$ cat config.mk
export PLATFORM = sky130hd
export DESIGN_NAME = monster_wave_ctrl
export DESIGN_NICKNAME = d
export VERILOG_FILES = /design/src/rtl/monster_wave_ctrl.sv
export SDC_FILE = /design/constraint.sdc
export NUM_CORES = 1
export LEC_CHECK = 0
export CAP_MARGIN = 20
export CORE_UTILIZATION = 55
export CTS_CLUSTER_SIZE = 40
export DETAILED_ROUTE_END_ITERATION = 8
export GPL_TIMING_DRIVEN = 0
export PLACE_DENSITY = 0.85
export RECOVER_POWER = 50
export SYNTH_ARGS = -nofsm -noshare
export SYNTH_HDL_FRONTEND = slang
export SYNTH_SLANG_ARGS = --single-unit
$ cat constraint.sdc
create_clock -name frame_clk -period 8.6 [get_ports frame_clk]
set_input_delay 2.58 -clock frame_clk [delete_from_list [all_inputs] [get_ports frame_clk]]
set_output_delay 2.58 -clock frame_clk [all_outputs]
set_load 0.01 [all_outputs]
$ cat src/rtl/monster_wave_ctrl.sv
// Wave scheduler for the monster slots: spawns slots with a frame gap, detects kills,
// steps through NUM_WAVES waves and reports level clear. Optional macro: MONSTER_WAVE_ENDLESS_EN.
module monster_wave_ctrl #(
  parameter int NUM_SLOTS       = 3,
  parameter int NUM_WAVES       = 4,
  parameter int PLAY_STATE      = 2,
  parameter int SPAWN_GAP       = 30,
  parameter int WAVE_GAP_FRAMES = 90,
  parameter int SPAWN_X         = 560,
  parameter int SLOT_DX         = 40,
  parameter int BASE_Y          = 120,
  parameter int SLOT_DY         = 120,
  parameter int WAVE_DY         = 16
) (
  input  logic                     frame_clk,
  input  logic                     Reset,
  input  logic [3:0]               game_state,
  input  logic [NUM_SLOTS-1:0]     monster_exist,
  output logic [21*NUM_SLOTS-1:0]  info_monster,
  output logic [NUM_SLOTS-1:0]     monster_respawn,
  output logic [2:0]               wave_num,
  output logic                     wave_done,
  output logic                     all_clear
);

  localparam logic [3:0]  PLAY       = 4'(PLAY_STATE);
  localparam logic [15:0] SPAWN_LAST = 16'(SPAWN_GAP - 1);
  localparam logic [15:0] GAP_LAST   = 16'(WAVE_GAP_FRAMES - 1);
  localparam logic [2:0]  LAST_WAVE  = 3'(NUM_WAVES - 1);
  localparam logic [2:0]  SLOTS      = 3'(NUM_SLOTS);

  typedef enum logic [2:0] {
    IDLE,
    SPAWN,
    ACTIVE,
    WAVE_GAP,
    CLEAR
  } state_t;

  state_t                 state_reg, state_next;
  logic [2:0]             wave_reg, wave_next;
  logic [2:0]             idx_reg, idx_next;
  logic [15:0]            cnt_reg, cnt_next;
  logic [NUM_SLOTS-1:0]   enable_reg, enable_next;
  logic [NUM_SLOTS-1:0]   killed_reg, killed_next;
  logic [NUM_SLOTS-1:0]   respawn_reg, respawn_next;
  logic [19:0]            pos_reg [NUM_SLOTS];
  logic [19:0]            pos_next [NUM_SLOTS];
  logic [1:0]             mask_reg [NUM_SLOTS];
  logic [1:0]             mask_next [NUM_SLOTS];
  logic                   done_reg, done_next;
  logic                   clear_reg, clear_next;

  logic [2:0]             active_n;
  logic [9:0]             slot_x [NUM_SLOTS];
  logic [9:0]             slot_y [NUM_SLOTS];
  logic [NUM_SLOTS-1:0]   in_wave;
  logic [NUM_SLOTS-1:0]   kill_hit;
  logic                   all_killed;
  logic                   abort;

  always_comb begin
    active_n = (wave_reg >= SLOTS - 3'd1) ? SLOTS : wave_reg + 3'd1;
  end

  generate
    for (genvar gi = 0; gi < NUM_SLOTS; gi++) begin : g_slot
      logic [9:0] y_raw;
      assign slot_x[gi]  = 10'(SPAWN_X - SLOT_DX * gi);
      assign y_raw       = 10'(BASE_Y + SLOT_DY * gi + WAVE_DY * int'(wave_reg));
      // Fold positions that would fall off the bottom of the play field back up.
      assign slot_y[gi]  = (y_raw >= 10'd440) ? y_raw - 10'd400 : y_raw;
      assign in_wave[gi] = 3'(gi) < active_n;
      // A slot cannot be killed while masked: exist lags the respawn pulse.
      assign kill_hit[gi] = enable_reg[gi] & ~monster_exist[gi] & (mask_reg[gi] == 2'd0);
      assign info_monster[21*gi +: 21] = enable_reg[gi] ? {1'b1, pos_reg[gi]} : 21'd0;
    end
  endgenerate

  assign all_killed = &(killed_reg | ~in_wave);
  assign abort      = (state_reg != IDLE) && (game_state != PLAY);

  always_comb begin
    state_next   = state_reg;
    wave_next    = wave_reg;
    idx_next     = idx_reg;
    cnt_next     = cnt_reg;
    enable_next  = enable_reg;
    killed_next  = killed_reg;
    respawn_next = '0;
    done_next    = 1'b0;
    clear_next   = clear_reg;
    for (int i = 0; i < NUM_SLOTS; i++) begin
      pos_next[i]  = pos_reg[i];
      mask_next[i] = (mask_reg[i] != 2'd0) ? mask_reg[i] - 2'd1 : 2'd0;
    end

    case (state_reg)
      IDLE: begin
        if (game_state == PLAY) begin
          state_next = SPAWN;
          wave_next  = 3'd0;
          idx_next   = 3'd0;
          cnt_next   = 16'd0;
        end
      end

      SPAWN: begin
        killed_next = killed_reg | kill_hit;
        if (idx_reg == active_n) begin
          state_next = ACTIVE;
        end else begin
          cnt_next = (cnt_reg == SPAWN_LAST) ? 16'd0 : cnt_reg + 16'd1;
          if (cnt_reg == 16'd0) begin
            for (int i = 0; i < NUM_SLOTS; i++) begin
              if (idx_reg == 3'(i)) begin
                enable_next[i]  = 1'b1;
                respawn_next[i] = 1'b1;
                pos_next[i]     = {slot_y[i], slot_x[i]};
                mask_next[i]    = 2'd2;
              end
            end
            idx_next = idx_reg + 3'd1;
          end
        end
      end

      ACTIVE: begin
        if (all_killed) begin
          done_next   = 1'b1;
          enable_next = '0;
          killed_next = '0;
          cnt_next    = 16'd0;
          state_next  = WAVE_GAP;
          for (int i = 0; i < NUM_SLOTS; i++) begin
            pos_next[i] = 20'd0;
          end
        end else begin
          killed_next = killed_reg | kill_hit;
        end
      end

      WAVE_GAP: begin
        if (cnt_reg == GAP_LAST) begin
          idx_next = 3'd0;
          cnt_next = 16'd0;
          if (wave_reg == LAST_WAVE) begin
`ifdef MONSTER_WAVE_ENDLESS_EN
            wave_next  = 3'd0;
            state_next = SPAWN;
`else
            clear_next = 1'b1;
            state_next = CLEAR;
`endif
          end else begin
            wave_next  = wave_reg + 3'd1;
            state_next = SPAWN;
          end
        end else begin
          cnt_next = cnt_reg + 16'd1;
        end
      end

      CLEAR: begin
        enable_next = '0;
      end

      default: begin
        state_next = IDLE;
      end
    endcase

    // Leaving play wins over everything, including a wave completing this frame.
    if (abort) begin
      state_next   = IDLE;
      wave_next    = 3'd0;
      idx_next     = 3'd0;
      cnt_next     = 16'd0;
      enable_next  = '0;
      killed_next  = '0;
      respawn_next = '0;
      done_next    = 1'b0;
      clear_next   = 1'b0;
      for (int i = 0; i < NUM_SLOTS; i++) begin
        pos_next[i]  = 20'd0;
        mask_next[i] = 2'd0;
      end
    end
  end

  always_ff @(posedge frame_clk or negedge Reset) begin
    if (!Reset) begin
      state_reg   <= IDLE;
      wave_reg    <= 3'd0;
      idx_reg     <= 3'd0;
      cnt_reg     <= 16'd0;
      enable_reg  <= '0;
      killed_reg  <= '0;
      respawn_reg <= '0;
      done_reg    <= 1'b0;
      clear_reg   <= 1'b0;
      for (int i = 0; i < NUM_SLOTS; i++) begin
        pos_reg[i]  <= 20'd0;
        mask_reg[i] <= 2'd0;
      end
    end else begin
      state_reg   <= state_next;
      wave_reg    <= wave_next;
      idx_reg     <= idx_next;
      cnt_reg     <= cnt_next;
      enable_reg  <= enable_next;
      killed_reg  <= killed_next;
      respawn_reg <= respawn_next;
      done_reg    <= done_next;
      clear_reg   <= clear_next;
      for (int i = 0; i < NUM_SLOTS; i++) begin
        pos_reg[i]  <= pos_next[i];
        mask_reg[i] <= mask_next[i];
      end
    end
  end

  assign monster_respawn = respawn_reg;
  assign wave_num        = wave_reg;
  assign wave_done       = done_reg;
  assign all_clear       = clear_reg;

endmodule

==> results by stage, run 1 <==
Synthesis:
- The count of state elements after synthesis is 61.
- The post-synthesis instance area is 3881 sq um.
- The mean instance size in the synthesized netlist is 8.984 sq um.
- The post-synthesis instance total is 432.
- For this run, asynchronously set or reset flops after synthesis account for 100.0%.
- Yosys mapped a number of flops with a built-in enable equal to 0.
- The sequential area share after synthesis is 39.33%.
- Among all flip-flop cells after synthesis, the most frequent one is sky130_fd_sc_hd__dfrtp_1.
- In this run, distinct cell masters in the synthesized netlist total 63.
- The Yosys step of the flow raised 0 warnings.

Critical path:
- The endpoint kind of the worst setup timing path is a register.
- The setup path with the least slack is of type in2reg.
- The peak fanout along the critical path is 10.
- At the worst endpoint, the required time is 8.88 ns.
- The sort of element at the start of the critical path is a primary input.
- The signal arrival time at the worst endpoint is 5.40 ns.

Placed design:
- The estimated wirelength of the detail-placed design is 6760 um.
- The placement-stage worst setup slack is 3.305 ns.
- The final estimated routing congestion in global placement is 0.9356.
- The count of buffers added on input and output ports is 46.
- The area after detailed placement is 4597 sq um.

Global route:
- The first global-routing pass estimated 14750 um of wire.
- Entering global routing, the biggest net connects 42 pins.
- The global route total overflow is 0.
- The number of antenna violations at the first check in global routing came to 0.
- The global routing usage summed across all routing layers is 25.41%.
- The via count of the first global-routing pass is 3142.

Final layout:
- Measured on the finished design, the core utilization comes to 70.70%.
- The post-route standard cell area excluding fillers is 4803 sq um.
- The layout overhead on the synthesized area is 23.76%.
- The post-layout net count is 550.
- The register with the most flip-flops in the layout has 19 of them.
- The diode insertion count for antenna repair is 0.
- Leaving out fill and tap cells, the most frequent cells in the layout are sky130_fd_sc_hd__dfrtp_1 (61), sky130_fd_sc_hd__buf_4 (42), sky130_fd_sc_hd__nand2_1 (33), sky130_fd_sc_hd__conb_1 (33), sky130_fd_sc_hd__nor2_1 (32).
- The share of cells above drive strength 1 is 13.66%.
- The library cell used most frequently in the layout, excluding fill and tap cells, is sky130_fd_sc_hd__dfrtp_1.

Clock tree:
- No sink is reached through more buffers than the 2 on the longest clock path.
- The clock reaches the later pin of the worst-skew pair after 0.34 ns.
- The number of buffers inserted during clock tree synthesis is 9.
- The number of resized instances in the post-cts repair step is 0.
- The clock transition time at the flip-flop clock pins of the worst setup and hold paths is 0.07 ns.
- The cell chosen for the clock root is sky130_fd_sc_hd__clkbuf_8.
- The deepest level of the CTS H-tree is 3.
- The number of buffers added for setup after CTS is 0.
- The clock tree from TritonCTS is yes.
- In this run, post-CTS hold repair placed 0 buffers.
- The number of clock sinks is 61.

Floorplanning:
- Pin placement for this block handled 80 I/O pins.
- In this run the horizontal extent of the chip is 86.01 um.
- In this run the vertical extent of the chip is 86.01 um.
- For this configuration, the core starts out at a cell density of 57.13%.
- The floorplan step defined a die boundary enclosing 7397 sq um.
- In this run the standard cell core region covers 6794 sq um.
- The count of standard-cell rows is 30.

Pwr:
- The worst supply voltage drop on vdd is 0.00008746 V.
- The total leakage power is 2.265 nW.
- The power per cell area is 182.9 nW/um^2.

Route:
- The length of the first detailed-routing pass in iterations is 5.
- After the first detailed-routing iteration, the DRC count stood at 283.
- The aggregate routed wire length is 8916 um.
- In the routed layout, each cell is associated on average with a via count of 5.493.
- After detailed routing, the average wire length per cell comes to 14.31 um.
- The number of remaining DRC errors is 0.
- The total via count in the routed design is 3422.
- The remaining antenna violation count after routing is 0.

Timing:
- The worst path meets setup with 3.485 ns of slack.
- Setup repair after global routing left no endpoint under its margin.
- The number of pins with negative max-slew slack in the final report came to 42.
- The top achievable clock speed is 195.5 MHz.
- The total setup violations reported at the end of the flow is 0.
- The number of failing hold endpoints at the final stage is 0.
- For the final database, setup skew stands at 0.009297 ns.
- The transition at the pin with the smallest max-transition slack is 2.153 ns.
- The relative max-transition margin is -43.54%.
- The share of the clock period used by the worst path is 59.48%.
- The accumulated negative setup slack is 0 ns.
- On the final layout, the worst hold slack is 0.4891 ns.
- The clock period minus worst slack is 5.115 ns.

Min path:
- In this run the worst hold path is classified as reg2reg.

Run:
- Max-cap violations in this run came to 1.

Run status:
- The flow ran to the end, but the final reports show violations.
- The checks that failed: capacitance limit, slew limit.
[cells in the mapped netlist, types with 2 or more instances]
| cell | n | area, sq um |
|---|---|---|
| sky130_fd_sc_hd__nand3_1 | 18 | 90.09 |
| sky130_fd_sc_hd__o31ai_1 | 13 | 97.59 |
| sky130_fd_sc_hd__o21a_1 | 2 | 15.01 |
| sky130_fd_sc_hd__nand2b_1 | 11 | 68.82 |
| sky130_fd_sc_hd__and3_1 | 5 | 31.28 |
| sky130_fd_sc_hd__nand4_1 | 2 | 12.51 |
| sky130_fd_sc_hd__and2_1 | 22 | 137.6 |
| sky130_fd_sc_hd__xnor2_1 | 3 | 26.28 |
| sky130_fd_sc_hd__nand2_1 | 33 | 123.9 |
| sky130_fd_sc_hd__nor2_1 | 32 | 120.1 |
| sky130_fd_sc_hd__nor4_1 | 4 | 25.02 |
| sky130_fd_sc_hd__o2bb2ai_1 | 4 | 35.03 |
| sky130_fd_sc_hd__ha_1 | 18 | 225.2 |
| sky130_fd_sc_hd__nor3b_1 | 3 | 22.52 |
| sky130_fd_sc_hd__clkbuf_1 | 8 | 30.03 |
| sky130_fd_sc_hd__or4_1 | 2 | 15.01 |
| sky130_fd_sc_hd__dfrtp_1 | 61 | 1526 |
| sky130_fd_sc_hd__nand3b_1 | 3 | 22.52 |
| sky130_fd_sc_hd__a21oi_1 | 18 | 90.09 |
| sky130_fd_sc_hd__inv_1 | 19 | 71.32 |
| sky130_fd_sc_hd__nor3_1 | 7 | 35.03 |
| sky130_fd_sc_hd__o41ai_1 | 2 | 17.52 |
| sky130_fd_sc_hd__a32oi_1 | 2 | 17.52 |
| sky130_fd_sc_hd__o2111ai_1 | 3 | 26.28 |
| sky130_fd_sc_hd__o21ai_0 | 27 | 135.1 |
| sky130_fd_sc_hd__a22o_1 | 7 | 61.31 |
| sky130_fd_sc_hd__o21ai_1 | 13 | 65.06 |
| sky130_fd_sc_hd__buf_6 | 2 | 22.52 |
| sky130_fd_sc_hd__a32o_1 | 2 | 20.02 |
| sky130_fd_sc_hd__or3b_2 | 2 | 17.52 |
| sky130_fd_sc_hd__nor2b_1 | 5 | 31.28 |
| sky130_fd_sc_hd__nor4b_1 | 2 | 17.52 |
| sky130_fd_sc_hd__buf_4 | 42 | 315.3 |
| sky130_fd_sc_hd__a31oi_1 | 6 | 37.54 |
[where the power goes]
| part | switching (W) | leakage [nW] | total [W] | internal [W] |
|---|---|---|---|---|
| clock | 0.000115 | 0.112 | 0.000286 | 0.000170 |
| combinational | 0.000148 | 1.32 | 0.000243 | 0.0000951 |
| sequential | 0.0000319 | 0.837 | 0.000349 | 0.000318 |
[cells by family (layout without fill, tap and decap cells)]
| group | after synthesis | count (layout) | share of synthesized area, % |
|---|---|---|---|
| other | 1 | 33 | 0.09662 |
| xor gates and xnor gates | 4 | 4 | 0.9028 |
| AOI/OAI and AO/OA | 111 | 111 | 18.89 |
| DFF | 61 | 61 | 39.33 |
| adders and majority gates | 19 | 19 | 6.319 |
| and+or+nand+nor | 161 | 161 | 22.37 |
| muxes | 2 | 2 | 0.5480 |
| buffers and inverters | 73 | 136 | 11.54 |
[worst paths after layout]
check / from / end / slack (ns) / cells after the start
min in group asynchronous: Reset / pos_reg[19] / 2.44 / 1
max: game_state[0] / pos_reg[19] / 3.49 / 8
min: pos_reg[56] / pos_reg[56] / 0.49 / 1
max reg2reg: wave_num[0] / cnt_reg[3] / 5.09 / 12
max in group asynchronous: Reset / cnt_reg[5] / 3.59 / 2
min reg2reg: pos_reg[56] / pos_reg[56] / 0.49 / 1
[area by class of cell]
class / instances / area, sq um
buffer: 54 / 376.6
clock buffer: 10 / 137.6
clock inverter: 6 / 86.33
fill: 525 / 1991
inverter: 19 / 71.32
multi-input combinational: 330 / 2027
sequential: 61 / 1526
tap: 96 / 120.1
timing repair buffer: 47 / 457.9
[critical path: stages]
cell and delay, ns:
sky130_fd_sc_hd__dlygate4sd3_1 0.55, sky130_fd_sc_hd__nor4b_1 0.55, sky130_fd_sc_hd__clkbuf_1 0.39, sky130_fd_sc_hd__nand3_1 0.32, sky130_fd_sc_hd__nor3_2 0.45, sky130_fd_sc_hd__and2_1 0.20, sky130_fd_sc_hd__buf_2 0.20, sky130_fd_sc_hd__a22o_1 0.15
[per-layer routing]
layer | wire [um] | track usage (%)
met1 | 3657 | 30.66
met4 | 314 | 13.94
met3 | 456 | 3.561
met5 | 0 | 0
met2 | 4487 | 43.80
[per-stage QoR]
stage | std cells | total power, W
after floorplan | 464 | 0.0005039
after global placement | 606 | 0.0005873
after detailed placement | 607 | 0.0005975
after CTS | 623 | 0.0008837
after global routing | 623 | 0.0009237
final | 623 | 0.0008785
No activity file was read; power rests on OpenSTA's default activity.
==> run 2, diff against run 1 <==
Settings changed: CORE_UTILIZATION 55 to 52, PLACE_DENSITY 0.85 to 0.81.
Clock period 8.6 ns to 4.9 ns, I/O delays scaled along.
==> results by stage, run 2 (same netlist as run 1, synthesis figures left out) <==
Run status:
- The run finished with clean final reports.

Floorplanning:
- The starting density of the core is 53.80%.
- The die covers 7814 sq um.
- During I/O placement, the number of pins put on the boundary was 80.
- The core region area is 7214 sq um.
- The floorplan has 31 rows.
- The die is 88.40 um wide.
- The die is 88.40 um tall.

Critical path:
- The number of buffer and inverter stages on the critical path is 3.
- The kind of cell with the highest combined delay along the critical path is simple AND/OR/NAND/NOR gates.
- On the critical path, the stage with the largest delay is an instance of sky130_fd_sc_hd__nor4b_1.
- The sort of element at the start of the critical path is a primary input.
- The endpoint kind of the worst setup timing path is a register.
- Data on the critical path is required at its endpoint by 5.19 ns.
- The critical path goes through dlygate4sd3_1, nor4b_1, clkbuf_1, nand3_1, nor3_2, and2_1, buf_2, a22o_1.
- The peak fanout along the critical path is 10.
- The largest single stage delay on the critical path is 0.64 ns.
- At the worst endpoint, the arrival time is 4.30 ns.
- The critical path class is in2reg.

Final layout:
- The number of flip-flops in the largest register is 19.
- Relative to the synthesized area, the layout overhead comes to 23.47%.
- Leaving out fill and tap cells, the most frequent cells in the layout are sky130_fd_sc_hd__dfrtp_1 (61), sky130_fd_sc_hd__buf_4 (42), sky130_fd_sc_hd__nand2_1 (33), sky130_fd_sc_hd__conb_1 (33), sky130_fd_sc_hd__nor2_1 (32).
- The share of cells above drive strength 1 is 13.47%.
- The post-layout net count is 550.
- The most common cell after layout, fill and taps aside is sky130_fd_sc_hd__dfrtp_1.
- Once layout is complete, the cells apart from fillers number 626.
- The layout has 611 filler cells.
- The number of antenna diodes in the final layout is 0.

Timing:
- The number of failing hold endpoints at the final stage came to 0.
- In the finished design, the share of the clock period the worst path needs comes to 81.96%.
- The number of pins with negative max-slew slack in the final report is 0.
- For the final database, setup skew stands at 0.01491 ns.
- Setup violations remaining at the end of the flow were counted as 0.
- Counting I/O delays and the setup requirement, the final critical path takes 4.016 ns.
- The transition at the pin with the smallest max-transition slack is 1.382 ns.
- In the final timing run, aggregate negative setup slack is 0 ns.
- Static timing analysis puts the maximum clock frequency at 249.0 MHz.
- Setup repair after global routing left no endpoint under its margin.
- The relative max-transition margin is 7.899%.

Global route:
- The number of antenna violations at the first check in global routing came to 0.
- The via count of the first global-routing pass is 3125.
- Global routing used 24.49% of the available tracks across all layers.
- The wire length of the first global-routing pass is 14650 um.
- The global route total overflow is 0.
- Entering global routing, the biggest net connects 39 pins.

Clock tree:
- At the later pin of the worst-skew pair, clock insertion delay measures 0.34 ns.
- For this design, the CTS-stage hold fixing added 0 buffers.
- The number of clock buffers added by TritonCTS is 9.
- Clock-pin slew was measured on the worst setup and hold paths at 0.07 ns.
- The number of buffers added for setup after CTS is 0.
- The cell sitting at the root of the clock tree is a sky130_fd_sc_hd__clkbuf_8.
- The deepest level of the CTS H-tree is 3.
- For this design, the sink count on the clock tree is 61.
- Counting along the longest clock path gives a buffer depth of 2.
- The clock tree from TritonCTS is yes.
- Post-CTS repair changed the size of 0 cells.

Route:
- Wires add up to 8857 um.
- The remaining antenna violation count after routing is 0.
- The number of remaining DRC errors is 0.
- The average detailed-routed wire length per instance is 14.15 um.
- Using the TritonRoute via totals, the vias-per-cell ratio works out to 5.412.
- The total via count in the routed design is 3388.
- For this block, the initial DRC count from the detailed router was 188.
- The first detailed-routing pass ran for 7 iterations.

Run:
- Max-cap violations in this run came to 0.

Placed design:
- The estimated wirelength of the detail-placed design is 6779 um.
- The count of buffers from port buffering is 46.
- At the end of routability-driven placement, the weighted congestion stood at 0.9128.
- The cell count after placement is 610.

Pwr:
- The analysis attributes to cell leakage a power of 2.268 nW.
- The power per cell area is 308.3 nW/um^2.
- VDD sags by at most 0.0001605 V.

Min path:
- The min-delay analysis places its worst path in the category reg2reg.
[run 2: changes by cell type in the layout (fill, tap and decap cells not counted), sizes merged]
cell,delta
clkbuf,+1
buf,+1
dlygate4sd3,+3
clkinv,-1
clkdlybuf4s50,-3
bufinv,-1
[run 2: power by group]
group | internal [W] | switching, W | total [W] | leakage, nW
Clock | 0.000247 | 0.000193 | 0.000441 | 0.0964
Combinational | 0.000168 | 0.000257 | 0.000425 | 1.33
Sequential | 0.000557 | 0.0000542 | 0.000612 | 0.837
[run 2: final timing paths]
path	start	to	slack, ns	cells after the start
worst max-delay path	game_state[0]	pos_reg[15]	0.88	8
worst min register to register	pos_reg[39]	pos_reg[39]	0.48	1
min in group asynchronous	Reset	monster_respawn[1]	1.43	1
worst max register to register	wave_num[0]	cnt_reg[8]	1.40	11
max in group asynchronous	Reset	state_reg[2]	2.63	2
worst min-delay path	pos_reg[39]	pos_reg[39]	0.48	1
[run 2: layer usage]
metal  vias up  track usage [%]  share of wire (%)
li1       1650                -                  -
met1      1583            31.10                 42
met2       136            41.75                 50
met3        19            4.757                6.2
met4         0            8.651                2.3
met5         -                0                  0
[run 2: area by class of cell]
class                           count  area (sq um)  share of cell area, %
Buffer                             54         376.6                  7.859
Clock buffer                       12         145.1                  3.029
Clock inverter                      4         47.55                 0.9922
Inverter                           19         71.32                  1.488
Multi-Input combinational cell    330          2027                  42.30
Sequential cell                    61          1526                  31.85
Tap cell                           99         123.9                  2.585
Timing Repair Buffer               47         474.2                  9.896
[run 2: worst register-to-register path: cells and delay by family, from the launching register on]
family / cells / cell delay (ns)
buffers and inverters: 4 / 1.19
AOI/OAI and AO/OA: 4 / 0.64
adders and majority gates: 1 / 0.31
DFF: 1 / 0.39
and+or+nand+nor: 2 / 0.87
[run 2: metrics by stage]
stage          util, %  worst slack, ns  cell area, sq um  total power [W]  hold WS [ns]
2_1_floorplan        -            1.561              4001        0.0008843        0.4373
3_3_place_gp     63.56           0.4749              4586         0.001032        0.4628
3_5_place_dp     63.77           0.7068              4601         0.001049        0.4727
4_1_cts          66.44            1.066              4793         0.001486        0.4865
5_1_grt          66.42           0.7125              4792         0.001565        0.5156
6_report         66.42           0.8838              4792         0.001477        0.4845
==> run 3, diff against run 2 <==
Clock period 4.9 ns to 3.85 ns, I/O delays scaled along.
==> results by stage, run 3 (same netlist as run 1, synthesis figures left out) <==
Clock tree:
- The number of buffers added for setup after CTS is 0.
- TritonCTS built the clock tree.
- Buffers inserted to repair hold after CTS numbered 0.
- Counting along the longest clock path gives a buffer depth of 2.
- Clock-pin slew was measured on the worst setup and hold paths at 0.07 ns.
- Post-CTS repair changed the size of 0 cells.
- Counting the buffers created by CTS gives 9.
- The cell chosen for the clock root is sky130_fd_sc_hd__clkbuf_8.
- For the worst-skew pair, the clock arrives at the later sink with an insertion delay of 0.34 ns.
- The deepest level of the CTS H-tree is 3.
- Clock tree synthesis found a total of 61 sinks.

Timing:
- The transition at the pin with the smallest max-transition slack is 1.300 ns.
- The total setup violations reported at the end of the flow is 0.
- The clock skew after layout is 0.01491 ns.
- Measured against its own limit, the worst slew margin works out to 13.35%.
- The number of pins with negative max-slew slack in the final report is 0.
- Setup repair after global routing left no endpoint under its margin.
- Based on the critical path, the design can be clocked at up to 280.1 MHz.
- On the final layout, the worst hold slack is 0.4846 ns.
- The final critical path takes up 92.73% of the cycle.
- The clock period minus worst slack is 3.570 ns.
- The number of failing hold endpoints at the final stage is 0.
- After routing, the total negative slack on setup checks comes to 0 ns.

Global route:
- The global routing usage summed across all routing layers is 24.49%.
- The global route total overflow is 0.
- The largest net degree at the start of global routing is 39.
- The via count of the first global-routing pass is 3125.
- The wire length of the first global-routing pass is 14650 um.
- The number of antenna violations at the first check in global routing is 0.

Critical path:
- Counting both buffers and inverters, the worst setup path holds a total of 3.
- STA classifies the critical path endpoint as a register.
- The critical path goes through clkdlybuf4s50_1, nor4b_1, clkbuf_1, nand3_1, nor3_2, and2_1, buf_2, a22o_1.
- The cell with the largest stage delay on the worst path is sky130_fd_sc_hd__nor4b_1.
- The capture instance of the worst register-to-register path is cnt_reg[8].
- The kind of cell with the highest combined delay along the critical path is simple AND/OR/NAND/NOR gates.
- The critical path class is in2reg.
- STA puts the critical path data required time at 4.14 ns.
- The worst register-to-register path has a setup slack of 0.35 ns.
- The origin of the critical flop-to-flop path is wave_num[0].
- The number of cells on the worst reg-to-reg path is 11.
- The signal arrival time at the worst endpoint is 3.86 ns.
- The peak fanout along the critical path is 10.
- On the worst path, the slowest cell contributes a delay of 0.64 ns.
- The sort of element at the start of the critical path is a primary input.

Placed design:
- The final estimated routing congestion in global placement is 0.9128.
- Buffers placed on the I/O ports in this run total 46.
- The estimated wirelength of the detail-placed design is 6779 um.

Final layout:
- At the end of the flow, the number of nets in the layout was 550.
- Measured on the finished design, the core utilization comes to 66.22%.
- The library cells used most frequently in the layout, excluding fill and tap cells, are sky130_fd_sc_hd__dfrtp_1 (61), sky130_fd_sc_hd__buf_4 (42), sky130_fd_sc_hd__nand2_1 (33), sky130_fd_sc_hd__conb_1 (33), sky130_fd_sc_hd__nor2_1 (32).
- Compared with the post-synthesis result, the final layout area differs by 23.08%.
- The library cell used most frequently in the layout, excluding fill and tap cells, is sky130_fd_sc_hd__dfrtp_1.
- The repair_antennas step left the layout with diodes totalling 0.
- Of the cells placed in the final design, the portion with a size suffix greater than 1 is 13.47%.
- The number of flip-flops in the largest register is 19.

Route:
- In the final routed layout, each cell accounts on average for 14.14 um.
- The routed wire length on met2 is 4418 um.
- In this run, the number of DRC markers left after iteration 0 of detailed routing was 188.
- The length of the first detailed-routing pass in iterations is 7.
- The met3 routed wirelength is 541 um.
- Using the TritonRoute via totals, the vias-per-cell ratio works out to 5.412.
- After detailed routing, the wire length on met1 is 3697 um.
- Routed signal wires occupy layers up through met4.
- The detail route stage leaves a number of antenna-violating nets equal to 0.
- For this run, design rule violations remaining after detail routing come to 0.
- The aggregate routed wire length is 8854 um.
- The detailed router placed 3388 vias in this run.

Pwr:
- VDD sags by at most 0.0002042 V.
- For this design the ratio of total power to cell area is 393.1 nW/um^2.
- The total chip power is 0.001878 W.
- The total leakage power is 2.262 nW.

Floorplanning:
- The die covers 7814 sq um.
- The die is 88.40 um tall.
- The floorplan has 31 rows.
- Measured along the x axis, the die boundary spans 88.40 um.
- For this configuration, the core starts out at a cell density of 53.80%.
- The core region area is 7214 sq um.
- The top-level I/O count is 80.

Min path:
- The worst min-delay path category is reg2reg.
- The worst-case hold path end point is pos_reg[39].
- Along the worst hold path, the cell count comes to 1.
- In this run the most critical hold path is launched from pos_reg[39].

Run status:
- The flow ran to the end, and the final reports show no timing, DRC or antenna violations.

Run:
- Across the run, the number of max-cap violations was 0.
==> run 3: changes by cell type in the layout (fill, tap and decap cells not counted) <==
cell / change
sky130_fd_sc_hd__buf_12: -1
sky130_fd_sc_hd__clkbuf_2: +1
sky130_fd_sc_hd__clkdlybuf4s50_1: +1
sky130_fd_sc_hd__dlygate4sd3_1: -1
==> run 3: worst max-delay path by stage <==
stage | from | end | cells after the start
6_report | game_state[0] | pos_reg[15] | 8
5_1_grt | game_state[0] | pos_reg[18] | 8
4_1_cts | game_state[0] | pos_reg[15] | 8
3_5_place_dp | game_state[0] | pos_reg[15] | 8
3_3_place_gp | Reset | cnt_reg[12] | 1
2_1_floorplan | game_state[0] | cnt_reg[14] | 7
==> run 3: report_power, final <==
| part | switching, W | internal (W) |
|---|---|---|
| Combinational | 0.000326 | 0.000213 |
| Sequential | 0.0000689 | 0.000709 |
| Clock | 0.000246 | 0.000315 |
==> run 3: cell type report <==
type / instances / area, sq um
fill: 613 / 2437
multi-input combinational: 330 / 2027
sequential: 61 / 1526
timing repair buffer: 47 / 459.2
buffer: 54 / 376.6
clock buffer: 12 / 145.1
tap: 99 / 123.9
inverter: 19 / 71.32
clock inverter: 4 / 47.55
==> run 3: routing by layer <==
layer	vias to the layer above	global-route usage, %
li1	1649	-
met1	1587	31.10
met2	135	41.75
met3	17	4.757
met4	0	8.651
met5	-	0
==> run 3: stage by stage <==
step	setup slack [ns]	std cells	area (sq um)
final	0.2800	626	4777
after global routing	0.1060	626	4777
after CTS	0.3315	626	4793
after detailed placement	-0.02820	610	4601
after global placement	-0.2601	609	4586
after floorplan	0.8260	464	4001
